`config.mk`:
```
export PLATFORM = sky130hd
export DESIGN_NAME = wptr_full_ctrl
export DESIGN_NICKNAME = d
export VERILOG_FILES = /design/src/rtl/fifo_pkg.sv /design/src/rtl/fifo_gray2bin.sv /design/src/rtl/wptr_full_ctrl.sv
export SDC_FILE = /design/constraint.sdc
export NUM_CORES = 1
export LEC_CHECK = 0
export BUFFER_PORTS_ARGS = -buffer_cell sky130_fd_sc_hd__buf_2
export CAP_MARGIN = 10
export CORE_MARGIN = 10
export CORE_UTILIZATION = 52
export CTS_CLUSTER_DIAMETER = 50
export CTS_CLUSTER_SIZE = 12
export DETAILED_ROUTE_END_ITERATION = 10
export PLACE_DENSITY = 0.83
export RECOVER_POWER = 50
export SYNTH_ARGS = -nofsm -noshare
export SYNTH_HDL_FRONTEND = slang
export SYNTH_SLANG_ARGS = --single-unit
```
`constraint.sdc`:
```
create_clock -name wclk -period 3.7 [get_ports wclk]
set_input_delay 0.185 -clock wclk [delete_from_list [all_inputs] [get_ports wclk]]
set_output_delay 0.185 -clock wclk [all_outputs]
set_load 0.05 [all_outputs]
```
`src/rtl/fifo_pkg.sv`:
```
// Shared async-FIFO definitions: default geometry and Gray/binary pointer helpers.
// Helpers work on 32-bit values, so callers zero-extend narrower pointers and truncate the result.
package fifo_pkg;

  localparam int ADDRSIZE_DEFAULT = 8;
  localparam int PTRSIZE = ADDRSIZE_DEFAULT + 1;

  function automatic logic [31:0] bin2gray(input logic [31:0] b);
    return b ^ (b >> 1);
  endfunction

  // Zero-extended upper bits leave the prefix XOR unchanged, so any width up to 32 works.
  function automatic logic [31:0] gray2bin(input logic [31:0] g);
    logic [31:0] b;
    b = '0;
    for (int i = 0; i < 32; i++) begin
      b[i] = ^(g >> i);
    end
    return b;
  endfunction

endpackage

```
`src/rtl/fifo_gray2bin.sv`:
```
// Combinational Gray-to-binary converter for synchronized FIFO pointers.
// Shared by the write-side and read-side controllers.
module fifo_gray2bin #(
  parameter int W = 4
) (
  input  logic [W-1:0] gray,
  output logic [W-1:0] bin
);

  // Each binary bit is the XOR of all Gray bits at or above it.
  genvar gi;
  generate
    for (gi = 0; gi < W; gi++) begin : g_bit
      assign bin[gi] = ^gray[W-1:gi];
    end
  endgenerate

endmodule

```
`src/rtl/wptr_full_ctrl.sv`:
```
// Write-side pointer and status controller of the async FIFO (wclk domain).
// Owns the memory write address/enable and the Gray pointer sent to the read domain.
module wptr_full_ctrl
  import fifo_pkg::*;
#(
  parameter int ADDRSIZE    = fifo_pkg::ADDRSIZE_DEFAULT,
  parameter int AFULL_LEVEL = 2**ADDRSIZE - 4
) (
  input  logic                wclk,
  input  logic                wrst,
  input  logic                winc,
  input  logic [ADDRSIZE:0]   wq2_rptr,
  input  logic                wovf_clr,
  output logic [ADDRSIZE-1:0] waddr,
  output logic                wclken,
  output logic [ADDRSIZE:0]   wptr,
  output logic                wfull,
  output logic                walmost_full,
  output logic [ADDRSIZE:0]   wcount,
  output logic                woverflow
);

  localparam int PW = ADDRSIZE + 1;

  logic [PW-1:0] wbin_reg, wbin_next;
  logic [PW-1:0] wptr_reg, wptr_next;
  logic [PW-1:0] wcount_reg, wcount_next;
  logic          wfull_reg, wfull_next;
  logic          walmost_full_reg, walmost_full_next;
  logic          woverflow_reg, woverflow_next;
  logic [PW-1:0] rbin;
  logic [PW-1:0] full_pattern;

  fifo_gray2bin #(.W(PW)) u_rptr_g2b (
    .gray (wq2_rptr),
    .bin  (rbin)
  );

  // Reset is also masked here so no stray memory write can occur while wrst is held.
  assign wclken = winc & ~wfull_reg & ~wrst;

  // Gray pointer one full lap ahead of the read pointer: top two bits inverted.
  assign full_pattern = {~wq2_rptr[PW-1:PW-2], wq2_rptr[PW-3:0]};

  always_comb begin
    wbin_next         = wbin_reg + PW'(wclken);
    wptr_next         = PW'(bin2gray(32'(wbin_next)));
    wcount_next       = wbin_next - rbin;
    wfull_next        = (wptr_next == full_pattern);
    walmost_full_next = (wcount_next >= PW'(AFULL_LEVEL));
    woverflow_next    = (winc & wfull_reg) | (woverflow_reg & ~wovf_clr);
  end

  always_ff @(posedge wclk or posedge wrst) begin
    if (wrst) begin
      wbin_reg         <= '0;
      wptr_reg         <= '0;
      wcount_reg       <= '0;
      wfull_reg        <= 1'b0;
      walmost_full_reg <= 1'b0;
      woverflow_reg    <= 1'b0;
    end else begin
      wbin_reg         <= wbin_next;
      wptr_reg         <= wptr_next;
      wcount_reg       <= wcount_next;
      wfull_reg        <= wfull_next;
      walmost_full_reg <= walmost_full_next;
      woverflow_reg    <= woverflow_next;
    end
  end

  assign waddr        = wbin_reg[ADDRSIZE-1:0];
  assign wptr         = wptr_reg;
  assign wfull        = wfull_reg;
  assign walmost_full = walmost_full_reg;
  assign wcount       = wcount_reg;
  assign woverflow    = woverflow_reg;

endmodule

```
======== Yosys cells after proc, flatten, opt, wreduce, memory -nomap -nowiden ========
Index checks and enable logic that the tools add are counted.
Widths: inputs -> output; s select.
word-level totals
  flip-flop bits (word level) ............. 30
  bits in latches ......................... 0
  memory bits (writable) .................. 0
  ROM bits ................................ 0
  input bits .............................. 13
  output and inout port bits .............. 30
  logic and storage cells ................. 28
  memories ................................ 0
cells by class
  $add $sub $neg .......................... 2
  multiply operators ...................... 0
  divide/modulo/power cells ............... 0
  order comparisons ....................... 1
  equal/unequal tests ..................... 1
  shift-type cells ........................ 0
  muxes and demuxes ....................... 0
  bitwise operators ....................... 10
  reduce and logical (&&, ||, !) cells .... 8
operators with widths
  kind                count
  $add 9x1->9         1
  $eq 9x9->1          1
  $ge 9x8->1 const B  1
  $reduce_xor 9->1    1
  $sub 9x9->9         1
  $xor 9x8->9         1
  $reduce_xor 8->1    1
  $reduce_xor 7->1    1
  $reduce_xor 6->1    1
  $reduce_xor 5->1    1
  $and 1x1->1         4
  $reduce_xor 4->1    1
  $not 1->1           3
  $reduce_xor 3->1    1
  $not 2->2           1
  $reduce_xor 2->1    1
  $or 1x1->1          1

======== Longest topological paths before layout ========
  word-level depth ........................ 6
  mapped depth ............................ 12
  depth with buffers taken out ............ 12

======== Hierarchy ========
From an unflattened synthesis, not the netlist that was laid out.
second synthesis, totals
  cell total of the unflattened synthesis .. 175
  area, all modules ....................... 1941.9 um^2
modules (own cells, without submodules)
  module          instances  cells an instance  area each (um^2)  seq. area each (um^2)
  wptr_full_ctrl  1          161                1773.0            725.7
  fifo_gray2bin   1          14                 168.9             0.0

======== Least setup slack after synthesis ========
Ideal clock, no wire load.
  path kind ............................... register to register
  start point ............................. register wfull_reg (netlist: wfull)
  end point ............................... register walmost_full_reg (netlist: walmost_full)
  setup time .............................. 0.120 ns
  arrival ................................. 4.015 ns
  data required time ...................... 3.580 ns
  setup slack ............................. -0.435 ns
  stages on the path, launching flop included .. 13
  path buffers ............................ 0
  period minus slack after synthesis ...... 4.135 ns
  path through ............................ dfrtp_1 > nor3b_1 > ha_1 > ha_1 > xor2_1 > ha_1 > nand2_1 > o21ai_0 > inv_1 > o21a_1 > o21ai_1 > xor2_1 > a41o_1
between the ends
  longest elaborated chain between the ends .. 6
ends and longest elaborated chain
  element                      line                  RTL
  from (decl)                  wptr_full_ctrl.sv:28  logic wfull_reg, wfull_next;
  from (signal assigned)       wptr_full_ctrl.sv:66  wfull_reg <= wfull_next;
  $not 1->1                    wptr_full_ctrl.sv:40  assign wclken = winc & ~wfull_reg & ~wrst;
  $and 1x1->1 (2 in series)    wptr_full_ctrl.sv:40
  named net wclken             wptr_full_ctrl.sv:15  output logic wclken,
  $add 9x1->9                  wptr_full_ctrl.sv:46  wbin_next = wbin_reg + PW'(wclken);
  named net wbin_next[2]       wptr_full_ctrl.sv:25  logic [PW-1:0] wbin_reg, wbin_next;
  $sub 9x9->9                  wptr_full_ctrl.sv:48  wcount_next = wbin_next - rbin;
  named net wcount_next[7]     wptr_full_ctrl.sv:27  logic [PW-1:0] wcount_reg, wcount_next;
  $ge 9x8->1                   wptr_full_ctrl.sv:50  walmost_full_next = (wcount_next >= PW'(AFULL_LEVEL));
  named net walmost_full_next  wptr_full_ctrl.sv:29  logic walmost_full_reg, walmost_full_next;
  to (signal assigned)         wptr_full_ctrl.sv:67  walmost_full_reg <= walmost_full_next;
  to (decl)                    wptr_full_ctrl.sv:29
The timed path passes the listed nets, and every way through them passes these cells.

======== Worst setup path after layout ========
  start point ............................. input wrst
  end point ............................... register walmost_full_reg (netlist: walmost_full)
between the ends
  longest elaborated chain between the ends .. 5
ends and longest elaborated chain
  element                      line                  RTL
  from (decl)                  wptr_full_ctrl.sv:10  input logic wrst,
  $not 1->1                    wptr_full_ctrl.sv:40
  $and 1x1->1                  wptr_full_ctrl.sv:40
  $add 9x1->9                  wptr_full_ctrl.sv:46
  named net wbin_next[5]       wptr_full_ctrl.sv:25
  $sub 9x9->9                  wptr_full_ctrl.sv:48
  named net wcount_next[8]     wptr_full_ctrl.sv:27
  $ge 9x8->1                   wptr_full_ctrl.sv:50
  named net walmost_full_next  wptr_full_ctrl.sv:29
The timed path passes the listed nets, and every way through them passes these cells.

==> run metrics <==
outcome=finished, final reports clean; Hold Buf Count CTS=0; Ports=43; RSZ-0062 raised after global routing=false; Hold Crit Depth=2; Fin Clk Skew=0.00646 ns; number of inserted diodes=0; Max VDD drop=477 µV; drt pass-1 iters=4; FMAX=~0.32 GHz; CTS tree=built; Setup TNS Final=0 ns; worst slew pin tran=0.800 ns; min-delay worst type=input pin to flop; CP startpoint kind=input pin; relative slew slack=46.7%; CP max FO=5; post-place instance area=1930 µm²; P_leak=0.978 nW; routed len/inst=15.1 µm; Post-CTS Repair Setup Buffers=0; Pwr per Cell Area=969 nW/µm²; Yosys reg bits=29; max_cap viols=0; Setup CP Type=input pin to flop; Worst R2R Setup Slack=0.65 ns; Hold Path Origin=wovf_clr; chip height=76.4 µm; Post-route DRC=0; DRT iter0 DRCs=40; worst reg2reg path depth=12; Fin. Hold Viols=0; Die Wd=76.4 µm; Core Area=3050 µm²; fin crit share=84.3%; Congestion Overflow GR=0; CTS root buf=clkbuf_4; largest net degree at the start of global routing=30; die area=5830 µm²; worst r2r dst=walmost_full; Syn Inst Count=150; Total Routed Length=around 3700 µm; post-synthesis cell area=about 1700 µm²; sequential share of the synthesized area=43.9%; Synth cell types=31; Starting Density=54.1%; Required @ worst endpoint=a little under 4 ns; Final Cell Area=between 1500 and 2000 µm²; most frequent cells in the layout=dfrtp_1, buf_2, xor2_1; Synth top area share=43.9%; synthesis warning total=0; clock transition at the registers of the reported paths=0.09 ns; clk_lat worst skew=0.33 ns; global-route wire length before repair=6200 µm; DP Worst Slack=between 0.5 and 0.6 ns; clk buf depth=2; post-CTS resize count=0; mean post-synth cell area=11.0 µm²; Total Power=0.00191 W; Detail Route Antenna Nets=0; dominant cell type by area after synthesis=dfrtp_1; vias=approximately 1,200; row cnt=20; port bufs=42; nets=226; Tmin final=between 3 and 4 ns; share of layout cells above drive strength 1=21.2%; CP endpoint kind=flop; Area Overhead vs Synth=19.6%; post-detail-place hpwl=3000 µm; commonest non-fill, non-tap cell in the layout=dfrtp_1; r2r startpoint=wfull; CTS buffer count=5; vias in the first global route=1,278; top cells by area, synth=dfrtp_1, xor2_1, xnor2_1, ha_1, inv_1; initial antenna violation count=0; clk sinks=29; final setup margin=0.580 ns; max-slew violation count=0; hold endpoint=woverflow; Finish-stage setup viols=0; GRT Resource Usage Total=13.3%; DR vias/cell=roughly 5; Syn Nets=about 170; Arr. time, crit path=3.34 ns; H-tree depth=2; RePlAce Congestion=0.831
## metrics by stage
| stage | hold WS [ns] | std cells | utilization [%] |
|---|---|---|---|
| 2_1_floorplan | 0.263 | 150 | - |
| 3_3_place_gp | 0.370 | 237 | 63.2 |
| 3_5_place_dp | 0.408 | 237 | 63.2 |
| 4_1_cts | 0.0515 | 245 | 64.9 |
| 5_1_grt | 0.0310 | 247 | 64.8 |
| 6_report | 0.0556 | 247 | 64.8 |
## area by class of cell
type	count	area (µm²)
fill	261	1080
multi-input combinational	107	880
timing repair buffer	45	213
clock buffer	6	41.3
sequential	29	726
clock inverter	2	10.0
tap	44	55.1
inverter	14	52.6
## critical path: stages
cell and delay (ns):
dlygate4sd3_1 0.54, clkbuf_1 0.12, nor3b_2 0.19, ha_1 0.22, nand2_1 0.07, nor2_1 0.21
xnor2_1 0.28, inv_1 0.11, ha_1 0.39, a31oi_1 0.20, a21boi_0 0.32, o31ai_2 0.13
xor2_1 0.16, a41o_1 0.21
## cells in the mapped netlist
master	number
nand2_1	8
xnor2_1	19
a21oi_1	6
or3_1	1
nand3b_1	1
nand2b_1	2
o22ai_1	1
o21ai_1	2
a41o_1	1
inv_2	1
o31ai_2	1
xor2_2	1
xnor3_2	2
o21a_1	1
fa_1	1
xnor2_2	2
o21ai_0	4
a211oi_1	1
nor3_1	1
ha_1	10
a21boi_0	1
o2111a_1	1
nand3_1	8
inv_1	13
nor3b_1	2
nor2_1	5
xor2_1	21
a31oi_1	1
or2_1	1
and3_1	2
dfrtp_1	29
## where the power goes
group          switching (W)  leakage [nW]  internal [W]
Combinational       0.000872         0.583      0.000368
Sequential         0.0000538         0.362      0.000440
Clock               0.000109        0.0320     0.0000722
## metal layers
metal	global-route usage, %	up-vias	share of wire [%]
met1	13.6	572	40
met2	22.4	38	51
li1	-	605	-
met3	5.90	8	6.7
met4	6.69	0	2.4
met5	0	-	0
## cell families after synthesis
| family | share of synthesized area (%) |
|---|---|
| buffers and inverters | 3.18 |
| adders and majority gates | 8.78 |
| xor gates and xnor gates | 27.0 |
| AOI/OAI and AO/OA | 7.80 |
| and+or+nand+nor | 9.31 |
| DFF | 43.9 |
## how the worst max path moves through the flow
stage                      startpoint           end  slack [ns]  cells after the start
after CTS                       wfull  walmost_full        0.64                     12
after global placement    wq2_rptr[7]  walmost_full        0.69                     13
after global routing             wrst  walmost_full        0.35                     14
after detailed placement  wq2_rptr[7]  walmost_full        0.54                     13
after floorplan                 wfull  walmost_full        0.13                     12
final                            wrst  walmost_full        0.58                     14
Note: power is estimated with default switching activity, not from simulation.
